### config.mk
export PLATFORM = sky130hd
export DESIGN_NAME = seq_mult_nbit
export DESIGN_NICKNAME = d
export VERILOG_FILES = /design/src/rtl/seq_mult_nbit_pkg.sv /design/src/rtl/seq_mult_nbit_adder.sv /design/src/rtl/seq_mult_nbit.sv
export SDC_FILE = /design/constraint.sdc
export NUM_CORES = 1
export LEC_CHECK = 0
export BUFFER_PORTS_ARGS = -buffer_cell sky130_fd_sc_hd__buf_2
export CELL_PAD_IN_SITES_DETAIL_PLACEMENT = 1
export CELL_PAD_IN_SITES_GLOBAL_PLACEMENT = 2
export CORE_MARGIN = 1
export CORE_UTILIZATION = 34
export CTS_BUF_LIST = sky130_fd_sc_hd__clkbuf_16
export DETAILED_ROUTE_END_ITERATION = 7
export PLACE_DENSITY_LB_ADDON = 0.25
export SLEW_MARGIN = 15
export SYNTH_ARGS = -nofsm -noshare
export SYNTH_HDL_FRONTEND = slang
export SYNTH_HIERARCHICAL = 1
export SYNTH_SLANG_ARGS = --single-unit
### constraint.sdc
create_clock -name clk -period 16.67 [get_ports clk]
set_input_delay 0.8335 -clock clk [delete_from_list [all_inputs] [get_ports clk]]
set_output_delay 0.8335 -clock clk [all_outputs]
set_load 0.005 [all_outputs]
### src/rtl/seq_mult_nbit_pkg.sv
// Shared types and constants for the sequential shift-and-add multiplier.
// State encoding and default operand width live here.
package seq_mult_nbit_pkg;

  localparam int DEF_N = 32;

  typedef enum logic [1:0] {
    IDLE = 2'd0,
    RUN  = 2'd1,
    DONE = 2'd2
  } state_t;

  function automatic int cnt_w(input int n);
    return $clog2(n) + 1;
  endfunction

endpackage

### src/rtl/seq_mult_nbit_adder.sv
// Ripple-carry N-bit adder used for the partial-product accumulate.
// Port names follow the classic A/B/Cin/Sum/Cout form.
module full_adder_nbit #(
  parameter int N = 32
) (
  input  logic [N-1:0] A,
  input  logic [N-1:0] B,
  input  logic         Cin,
  output logic [N-1:0] Sum,
  output logic         Cout
);

  logic [N:0] c;

  assign c[0] = Cin;

  for (genvar i = 0; i < N; i++) begin : g_bit
    assign Sum[i] = A[i] ^ B[i] ^ c[i];
    assign c[i+1] = (A[i] & B[i])
                  | (A[i] & c[i])
                  | (B[i] & c[i]);
  end

  assign Cout = c[N];

endmodule

### src/rtl/seq_mult_nbit.sv
// Unsigned N x N sequential multiplier, one multiplier bit per cycle.
// Accumulator {hi, lo} doubles as the product register.
module seq_mult_nbit
  import seq_mult_nbit_pkg::*;
#(
  parameter int N = DEF_N
) (
  input  logic           clk,
  input  logic           rst_n,
  input  logic           start,
  input  logic [N-1:0]   a,
  input  logic [N-1:0]   b,
  output logic           busy,
  output logic           done,
  output logic [2*N-1:0] product
);

  localparam int CW = cnt_w(N);

  state_t        state;
  logic [N-1:0]  mcand;
  logic [N-1:0]  hi;
  logic [N-1:0]  lo;
  logic [CW-1:0] cnt;

  logic [N-1:0]  sum;
  logic          cout;
  logic [N-1:0]  raw;
  logic          carry;

  full_adder_nbit #(.N(N)) u_add (
    .A    (hi),
    .B    (mcand),
    .Cin  (1'b0),
    .Sum  (sum),
    .Cout (cout)
  );

  always_comb begin
    raw   = hi;
    carry = 1'b0;
    if (lo[0]) begin
      raw   = sum;
      carry = cout;
    end
  end

  assign product = {hi, lo};

  always_ff @(posedge clk or negedge rst_n) begin
    if (!rst_n) begin
      state <= IDLE;
      mcand <= '0;
      hi    <= '0;
      lo    <= '0;
      cnt   <= '0;
      busy  <= 1'b0;
      done  <= 1'b0;
    end else begin
      case (state)
        IDLE, DONE: begin
          done <= 1'b0;
          if (start) begin
            mcand <= a;
            lo    <= b;
            hi    <= '0;
            cnt   <= CW'(N);
            busy  <= 1'b1;
            state <= RUN;
          end else begin
            busy  <= 1'b0;
            state <= IDLE;
          end
        end
        RUN: begin
          // Shift {carry, raw, lo} right by one.
          hi  <= {carry, raw[N-1:1]};
          lo  <= {raw[0], lo[N-1:1]};
          cnt <= cnt - 1'b1;
          if (cnt == CW'(1)) begin
            busy  <= 1'b0;
            done  <= 1'b1;
            state <= DONE;
          end
        end
        default: begin
          busy  <= 1'b0;
          done  <= 1'b0;
          state <= IDLE;
        end
      endcase
    end
  end

endmodule

**Yosys cells after proc, flatten, opt, wreduce, memory -nomap -nowiden**

Cells that the tools add are included.

- Logic and storage cells: 253
- Input port bits: 67
- Output and inout port bits: 66
- Bits in registers: 106

- Muxes and demuxes: 16
- Reductions and logical operators: 5
- Add/subtract/negate cells: 1
- Eq/ne operators: 5
- Bitwise gates (word level): 219

Operators by type and width:

| kind | number |
|---|---|
| 32-bit one-hot mux with 2 select lines | 2 |
| 32-bit two-way mux | 3 |
| 1-bit AND | 94 |
| 1-bit bitwise XOR | 63 |
| 1-bit OR | 62 |
| 6-bit one-hot mux with 2 select lines | 1 |
| 6-bit by 1-bit == test with 1-bit output, second input constant | 1 |
| 1-bit two-way mux | 6 |
| 6-bit two-way mux | 1 |
| 6-bit by 1-bit subtractor with 6-bit output, second input constant | 1 |
| 2-bit != test, second input constant | 2 |
| 2-bit one-hot mux with 2 select lines | 1 |
| 2-bit AND reduction | 2 |
| 2-bit by 1-bit == test with 1-bit output, second input constant | 1 |
| 2-bit == test, second input constant | 1 |
| 2-bit logical NOT | 1 |
| 2-bit two-way mux | 1 |
| 1-bit one-hot mux with 2 select lines | 1 |
| 2-bit nonzero test | 1 |
| 2-bit OR reduction | 1 |

**Depth between registers and ports, before layout**

Gate-level depths: netlist (run 1).

- Word-level depth: 96
- Mapped depth: 38
- Depth with buffers taken out: 38

**By module**

Netlist (run 1), hierarchy kept.

By module, submodules not included:

| module | sequential area each (µm²) | area each (µm²) | cells an instance | times used |
|---|---|---|---|---|
| seq_mult_nbit | 2,602.5 | 4,581.9 | 423 | 1 |
| full_adder_nbit | 0.0 | 678.2 | 42 | 1 |

**Worst setup path before layout (run 1)**

Ideal clock, no wire load.

- Kind: register to register
- Start: register hi[0]
- End: register hi[30]
- Data required time: 16.592 ns
- Setup slack: 3.873 ns
- Arrival time: 12.719 ns
- Cell stages (with the launch flop): 39
- Clock period less this slack: 12.797 ns
- Path buffers: 0
- Library setup time: 0.078 ns
- Cell sequence: dfrtp_1 -> inv_1 -> fa_1 -> inv_1 -> fa_1 -> fa_1 -> fa_1 -> fa_1 -> fa_1 -> fa_1 -> fa_1 -> fa_1 -> fa_1 -> fa_1 -> fa_1 -> fa_1 -> fa_1 -> fa_1 -> [3 not listed] -> fa_1 -> fa_1 -> fa_1 -> fa_1 -> fa_1 -> fa_1 -> fa_1 -> fa_1 -> fa_1 -> fa_1 -> fa_1 -> fa_1 -> fa_1 -> inv_1 -> fa_1 -> inv_1 -> mux2i_1 -> o2bb2ai_1

- Cells in the longest elaborated chain, start to end: 94
- Elaborated cells between the ends (all ways): 124
- Classes of those cells: mux (2); bitwise (122)

Ends and longest elaborated chain:

| element | line | RTL |
|---|---|---|
| start: declaration | seq_mult_nbit.sv:22 | `logic [N-1:0] hi;` |
| start signal: assignment | seq_mult_nbit.sv:77 | `hi <= {carry, raw[N-1:1]};` |
| 1-bit AND * | seq_mult_nbit_adder.sv:19 | `assign c[i+1] = (A[i] & B[i])` |
| 1-bit AND | seq_mult_nbit_adder.sv:20 | `\| (A[i] & c[i])` |
| 1-bit OR | seq_mult_nbit_adder.sv:20 |  |
| 1-bit OR * | seq_mult_nbit_adder.sv:21 | `\| (B[i] & c[i]);` |
| 1-bit AND | seq_mult_nbit_adder.sv:20 |  |
| 1-bit OR | seq_mult_nbit_adder.sv:20 |  |
| 1-bit OR * | seq_mult_nbit_adder.sv:21 |  |
| 1-bit AND | seq_mult_nbit_adder.sv:20 |  |
| [79 not listed] | n/a |  |
| 1-bit OR * | seq_mult_nbit_adder.sv:21 |  |
| 1-bit AND | seq_mult_nbit_adder.sv:20 |  |
| 1-bit OR | seq_mult_nbit_adder.sv:20 |  |
| 1-bit OR * | seq_mult_nbit_adder.sv:21 |  |
| 1-bit bitwise XOR * | seq_mult_nbit_adder.sv:18 | `assign Sum[i] = A[i] ^ B[i] ^ c[i];` |
| net sum[31] | seq_mult_nbit.sv:26 | `logic [N-1:0] sum;` |
| 32-bit two-way mux * | seq_mult_nbit.sv:42 | `if (lo[0]) begin` |
| 32-bit one-hot mux with 2 select lines * | seq_mult_nbit.sv:60 | `case (state)` |

Mark *: on every way through the listed nets, which the timed path passes. The rest lies on a longest branch.
A chain may end at the register's enable or synchronous reset.

**Final worst setup path (run 1)**

Ends and elaborated chain as after synthesis.

==> results.sh, run 1 <==
export IMPL_post_synth_top_area_fraction_pct=49.5
export IMPL_measured_slew_at_the_worst_slew_check_pin_ns=1.03
export IMPL_vias_in_the_first_global_route=4223
export IMPL_met2_wire_length_um=6390
export IMPL_cts_buffers_inserted=9
export IMPL_worst_path_buf_inv=4
export IMPL_floorplan_die_area_sq_um=16000
export IMPL_grt_max_degree=55
export IMPL_synthesis_yosys_warnings=6
export IMPL_holdBufCountCts=0
export IMPL_main_area_contributors_after_synthesis="sky130_fd_sc_hd__dfrtp_1, sky130_fd_sc_hd__fa_1, sky130_fd_sc_hd__nand2_1"
export IMPL_ys_seq_area_share_pct=49.5
export IMPL_run_status="completed"
export IMPL_h_tree_lvls=3
export IMPL_totalPowerFinal_mw=1.25
export IMPL_clk_root_buffer_cell="sky130_fd_sc_hd__clkbuf_16"
export IMPL_slew_headroom_pct=31.6
export IMPL_synth_edf_count=0
export IMPL_wl_per_cell_um=16.7
export IMPL_irDropWorstVdd_mv=0.0644
export IMPL_nets_finish=680
export IMPL_synthesis_nets=566
export IMPL_antenna_diodes=0
export IMPL_detailroute_via_count=3847
export IMPL_synth_area_leader_cell="sky130_fd_sc_hd__dfrtp_1"
export IMPL_ys_async_sr_fraction_pct=100
export IMPL_final_min_clock_period_ns=13.36
export IMPL_die_width_um=126
export IMPL_buffer_ports_inserted=132
export IMPL_highest_layer_used_for_signal_routing="met4"
export IMPL_synthCells=465
export IMPL_gp_congestion=0.741
export IMPL_viasPerCell=4.98
export IMPL_antenna_left=0
export IMPL_fin_tns_setup_ns=0
export IMPL_cp_common_cell="sky130_fd_sc_hd__fa_1"
export IMPL_count_of_standard_cell_rows=45
export IMPL_timing_setup_critical_path_class="flop to flop"
export IMPL_grt_setup_unrepaired="false"
export IMPL_drt_pre_antenna_iters=4
export IMPL_worst_endpoint_required_ns=16.95
export IMPL_post_cts_resize_count=0
export IMPL_start_util_pct=34.7
export IMPL_cp_data_arrival_time_ns=13.64
export IMPL_wl_met1_um=5790
export IMPL_pin_count=133
export IMPL_clk_path_buf_depth=2
export IMPL_part_of_the_cycle_the_worst_path_needs_pct=80.1
export IMPL_grt_first_pass_wirelength_um=21700
export IMPL_n_fill_cell=1685
export IMPL_wl_met3_um=565
export IMPL_drv_max_cap_violation_count=0
export IMPL_overflow=0
export IMPL_cts_sinks=104
export IMPL_layout_core_utilization_pct=40.8
export IMPL_drt_first_iter_violations=155
export IMPL_place_hpwl_um=8860
export IMPL_cellLeakagePower_nw=3.14
export IMPL_global_route_total_usage_across_every_layer_pct=17.5
export IMPL_achievable_frequency_ghz=0.0748
export IMPL_post_synth_most_frequent_cells="sky130_fd_sc_hd__nand2_1, sky130_fd_sc_hd__dfrtp_1, sky130_fd_sc_hd__nand3_1"
export IMPL_detailed_route_drc_error_count=0
export IMPL_tritoncts="done"
export IMPL_critical_path_slowest_cell="sky130_fd_sc_hd__fa_1"
export IMPL_synthDistinctLibCells=35
export IMPL_critical_path_startpoint_type="flop"
export IMPL_clock_skew_final_ns=0.00638
export IMPL_antenna_found_initial=0
export IMPL_multi_input_area_sq_um=2340
export IMPL_core_area_sq_um=15100
export IMPL_timing_critical_path_fanout_max=4
export IMPL_postCtsSetupRepairBufs=0
export IMPL_clk_pin_slew_ns=0.07
export IMPL_layout_area_seq_sq_um=2600
export IMPL_worstSkewPairLatency_ns=0.35
export IMPL_syn_avg_cell_area_sq_um=11.3
export IMPL_holdCritPathClass="flop to flop"
export IMPL_final_max_slew_violation_count=0
export IMPL_chipHeight_um=126
export IMPL_dominantRegCellSynth="sky130_fd_sc_hd__dfrtp_1"
export IMPL_cell_with_the_most_instances_after_synthesis="sky130_fd_sc_hd__nand2_1"
export IMPL_max_stage_delay_ns=0.41
export IMPL_worst_setup_path_end_kind="flop"
export IMPL_netlist_area_before_placement_sq_um=5260
export IMPL_p_per_area_nw_per_um2=202
export IMPL_finalHoldViolations=0
export IMPL_layout_drive_gt1_share_pct=26.2
export IMPL_setup_violating_endpoint_count_in_the_final_report=0
export IMPL_worst_path_dominant_cell_family="adder cells"
export IMPL_synth_seq_cells=104
export IMPL_area_growth_pct=17.5
export IMPL_drt_wl_total_um=12900
## kinds of logic (layout without fill, tap and decap cells)
logic type	after synthesis	in the layout	synth area share (%)
AND/OR/NAND/NOR	175	175	14.4
flip-flops	104	104	49.5
AO/OA/AOI/OAI	73	73	11.3
buffers and inverters	46	165	6.04
adder cells (fa/ha/maj)	34	34	12.7
multiplexers	32	32	6.09
other	1	1	0.0713
## final timing paths
path | start | cells after the start | to | slack, ns
min in group asynchronous | rst_n | 1 | hi[16] | 0.53
max in group asynchronous | rst_n | 2 | lo[0] | 14.95
min | mcand[31] | 2 | mcand[31] | 0.49
max | hi[0] | 38 | hi[30] | 3.31
max reg2reg | hi[0] | 38 | hi[30] | 3.31
min reg2reg | mcand[31] | 2 | mcand[31] | 0.49
## registers in the layout, summed over array words and instances (netlist names)
signal  count
hi         32
lo         32
mcand      32
cnt         6
done        1
state       1
## through the flow
step | area, sq um | setup WS (ns) | hold slack (ns) | instances
floorplan | 5260 | 3.87 | 0.444 | 465
global placement | 5930 | 3.46 | 0.466 | 756
detailed placement | 5930 | 3.32 | 0.473 | 756
CTS | 6180 | 3.25 | 0.504 | 772
global route | 6180 | 2.79 | 0.532 | 772
finish | 6180 | 3.31 | 0.491 | 772
## cell type report
type	count	share of cell area (%)
Clock buffer	9	3.64
Clock inverter	7	0.425
Inverter	12	0.729
Multi-Input combinational cell	315	37.9
Sequential cell	104	42.1
Tap cell	188	3.81
Timing Repair Buffer	137	11.3
## cells in the final DEF (no fill, tap or decap), types with 3 or more instances in the layout
| cell type | netlist | routed |
|---|---|---|
| sky130_fd_sc_hd__dfrtp_1 | 104 | 103 |
| sky130_fd_sc_hd__a22oi_1 | 31 | 31 |
| sky130_fd_sc_hd__inv_1 | 12 | 17 |
| sky130_fd_sc_hd__buf_2 | 17 | 131 |
| sky130_fd_sc_hd__buf_4 | 2 | 6 |
| sky130_fd_sc_hd__mux2i_1 | 32 | 32 |
| sky130_fd_sc_hd__fa_1 | 32 | 32 |
| sky130_fd_sc_hd__clkbuf_16 | 0 | 9 |
| sky130_fd_sc_hd__nand3_1 | 33 | 33 |
| sky130_fd_sc_hd__o21ai_0 | 3 | 3 |
| sky130_fd_sc_hd__o2bb2ai_1 | 31 | 31 |
| sky130_fd_sc_hd__nand2_1 | 130 | 130 |
## power breakdown
part / leakage [nW] / switching (mW) / internal (mW)
Sequential: 1.28 / 0.140 / 0.378
Clock: 0.141 / 0.0902 / 0.0977
Combinational: 1.72 / 0.277 / 0.263
Total: 3.14 / 0.508 / 0.739
## routing by layer
| layer | up-vias | GRT usage [%] |
|---|---|---|
| li1 | 1809 | - |
| met1 | 1952 | 22.2 |
| met2 | 77 | 29.2 |
| met3 | 9 | 4.47 |
| met4 | 0 | 5.53 |
| met5 | - | 0 |
## worst register-to-register path: cells and delay by family, from the launching register on
| family | cells | cell delay (ns) |
|---|---|---|
| buffers and inverters | 4 | 0.28 |
| muxes | 1 | 0.06 |
| DFF | 1 | 0.40 |
| adders and majority gates | 32 | 12.37 |
| AOI/OAI and AO/OA | 1 | 0.17 |
Power figures use the tool's default switching activity.
==> run 2: changes to the inputs <==
clock period = 12.67 ns   (was 16.67 ns; I/O delays follow)
==> run 2 against run 1 <==
Sequential share of layout area is 0.82 points lower. Count of clock-buffer cells in the layout stayed put. Highest routed layer unchanged. Routed wire length is 2.1% higher. Non-clock buffer count is 2 higher. Largest power group unchanged. Maximum frequency is 8.8% higher. Sequential cell count stayed put. Combinational power is 38% higher.
==> results.sh, run 2 (same netlist as run 1, synthesis figures left out) <==
export IMPL_antenna_left=0
export IMPL_start_util_pct=34.7
export IMPL_clk_path_buf_depth=2
export IMPL_r2r_start="hi[0]"
export IMPL_p_comb_share_pct=43.4
export IMPL_drt_wl_total_um=13200
export IMPL_share_seq_of_total_power_pct=40.1
export IMPL_grt_first_pass_wirelength_um=22800
export IMPL_grt_max_degree=58
export IMPL_met3_usage_pct=5.15
export IMPL_clk_root_buffer_cell="sky130_fd_sc_hd__clkbuf_16"
export IMPL_area_growth_pct=19.8
export IMPL_antenna_diodes=0
export IMPL_timing_setup_critical_path_class="flop to flop"
export IMPL_achievable_frequency_ghz=0.0814
export IMPL_wl_per_cell_um=17.0
export IMPL_number_of_cell_instances_on_the_worst_register_to_register_path=38
export IMPL_worst_hold_slack_ns=0.286
export IMPL_groute_layer_met2_usage_pct=30.9
export IMPL_cts_sinks=104
export IMPL_run_status="completed"
export IMPL_n_fill_cell=1708
export IMPL_layout_drive_gt1_share_pct=31.9
export IMPL_multi_input_area_sq_um=2410
export IMPL_drt_pre_antenna_iters=4
export IMPL_grt_setup_unrepaired="false"
export IMPL_cts_buffers_inserted=9
export IMPL_viasPerCell=5.03
export IMPL_die_width_um=126
export IMPL_power_internal_mw=1.02
export IMPL_reg2reg_setup_slack_ns=0.39
export IMPL_timing_critical_path_fanout_max=2
export IMPL_holdCritPathClass="primary input to asynchronous set/reset pin"
export IMPL_switching_share_pct=40.7
export IMPL_antenna_found_initial=0
export IMPL_gp_congestion=0.717
export IMPL_gr_max_usage_layer="met2"
export IMPL_clock_skew_final_ns=0.00626
export IMPL_layout_cells_most_common_list="sky130_fd_sc_hd__buf_2, sky130_fd_sc_hd__nand2_1, sky130_fd_sc_hd__dfrtp_1, sky130_fd_sc_hd__nand3_1, sky130_fd_sc_hd__mux2i_1"
export IMPL_nets_finish=682
export IMPL_netSwitchingPower_mw=0.701
export IMPL_place_hpwl_um=8920
export IMPL_chipHeight_um=126
export IMPL_fin_tns_setup_ns=0
export IMPL_drt_first_iter_violations=171
export IMPL_core_area_sq_um=15100
export IMPL_post_layout_nonfiller_instances=774
export IMPL_timing_rr_end="hi[30]"
export IMPL_final_max_slew_violation_count=0
export IMPL_cp_data_arrival_time_ns=12.56
export IMPL_worst_endpoint_required_ns=12.94
export IMPL_count_of_standard_cell_rows=45
export IMPL_tritoncts="done"
export IMPL_layout_area_seq_sq_um=2600
export IMPL_buffer_ports_inserted=132
export IMPL_final_min_clock_period_ns=12.28
export IMPL_overflow=0
export IMPL_post_route_cell_area_sq_um=6300
export IMPL_cellLeakagePower_nw=3.12
export IMPL_mostFrequentLayoutCell="sky130_fd_sc_hd__buf_2"
export IMPL_postPlaceCellArea_sq_um=5950
export IMPL_max_stage_delay_ns=0.42
export IMPL_vias_in_the_first_global_route=4333
export IMPL_dp_cells=758
export IMPL_clkPwrFrac_pct=16.5
export IMPL_largestRegisters="hi (32), lo (32), mcand (32)"
export IMPL_global_route_total_usage_across_every_layer_pct=18.2
export IMPL_measured_slew_at_the_worst_slew_check_pin_ns=1.04
export IMPL_slew_headroom_pct=31.0
export IMPL_detailroute_via_count=3897
export IMPL_holdBufCountCts=0
export IMPL_detailed_route_drc_error_count=0
export IMPL_floorplan_die_area_sq_um=16000
export IMPL_pin_count=133
export IMPL_grtUsageMet1_pct=23.0
export IMPL_h_tree_lvls=3
export IMPL_drv_max_cap_violation_count=0
export IMPL_cp_common_cell="sky130_fd_sc_hd__fa_2"
export IMPL_worst_setup_path_end_kind="flop"
export IMPL_setup_violating_endpoint_count_in_the_final_report=0
export IMPL_critical_path_slowest_cell="sky130_fd_sc_hd__fa_1"
export IMPL_clk_pin_slew_ns=0.07
export IMPL_critical_path_startpoint_type="flop"
export IMPL_finalHoldViolations=0
export IMPL_irDropWorstVdd_mv=0.0812
export IMPL_part_of_the_cycle_the_worst_path_needs_pct=96.9
export IMPL_p_per_area_nw_per_um2=273
export IMPL_worstSkewPairLatency_ns=0.35
-- run 2: changes by cell type in the layout (fill, tap and decap cells not counted) --
cell / before / now
sky130_fd_sc_hd__fa_1: 32 / 7
sky130_fd_sc_hd__fa_2: 0 / 25
sky130_fd_sc_hd__inv_1: 17 / 12
sky130_fd_sc_hd__clkinvlp_4: 0 / 3
sky130_fd_sc_hd__buf_4: 6 / 8
sky130_fd_sc_hd__clkinv_1: 2 / 0
sky130_fd_sc_hd__clkinv_2: 0 / 2
sky130_fd_sc_hd__bufinv_16: 0 / 1
sky130_fd_sc_hd__inv_6: 0 / 1
-- run 2: repair_timing --
action | in CTS | in global routing
buffers inserted | 0 | 0
endpoints found under the setup margin | 3 | 2
pin swaps | 1 | 1
gates resized for setup | 14 | 7
-- run 2: area by class of cell --
cell class              instances  area share [%]
multi-input cells             315            38.2
well taps                     188            3.73
flip-flops and latches        104            41.3
repair buffers                139            11.4
inverters                      12           0.715
clock inverters                 7            1.13
clock buffers                   9            3.57
-- run 2: how the worst max path moves through the flow --
stage | cells after the start | start | to | slack (ns)
2_1_floorplan | 38 | hi[0] | hi[30] | 0.03
3_3_place_gp | 38 | hi[0] | hi[30] | -0.34
3_5_place_dp | 38 | hi[0] | hi[30] | -0.62
4_1_cts | 38 | hi[0] | hi[30] | 0.04
5_1_grt | 38 | hi[0] | hi[30] | 0.04
6_report | 38 | hi[0] | hi[30] | 0.39
-- run 2: critical path: cells and delay by family (launching register included) --
kind            cells  cell delay (ns)
fa+ha+maj          32            11.28
flops               1             0.39
buf+inv             4             0.30
compound gates      1             0.17
mux                 1             0.06
-- run 2: metal layers --
layer / up-vias / part of all wire, %
met1: 1999 / 44
li1: 1817 / -
met5: - / 0
met2: 73 / 50
met3: 8 / 4.7
met4: 0 / 0.93
-- run 2: power by group through the flow --
stage	clock (mW)	sequential [mW]	combinational, mW
2_1_floorplan	0	0.644	0.538
3_3_place_gp	0	0.687	0.701
3_5_place_dp	0	0.695	0.748
4_1_cts	0.297	0.694	0.760
5_1_grt	0.310	0.724	0.870
6_report	0.284	0.690	0.747
-- run 2: through the flow --
stage | power [mW] | setup slack (ns) | utilization [%]
3_3_place_gp | 1.39 | -0.337 | 39.3
6_report | 1.72 | 0.387 | 41.6
5_1_grt | 1.90 | 0.0416 | 41.6
3_5_place_dp | 1.44 | -0.620 | 39.3
4_1_cts | 1.75 | 0.0411 | 41.5
2_1_floorplan | 1.18 | 0.0323 | -
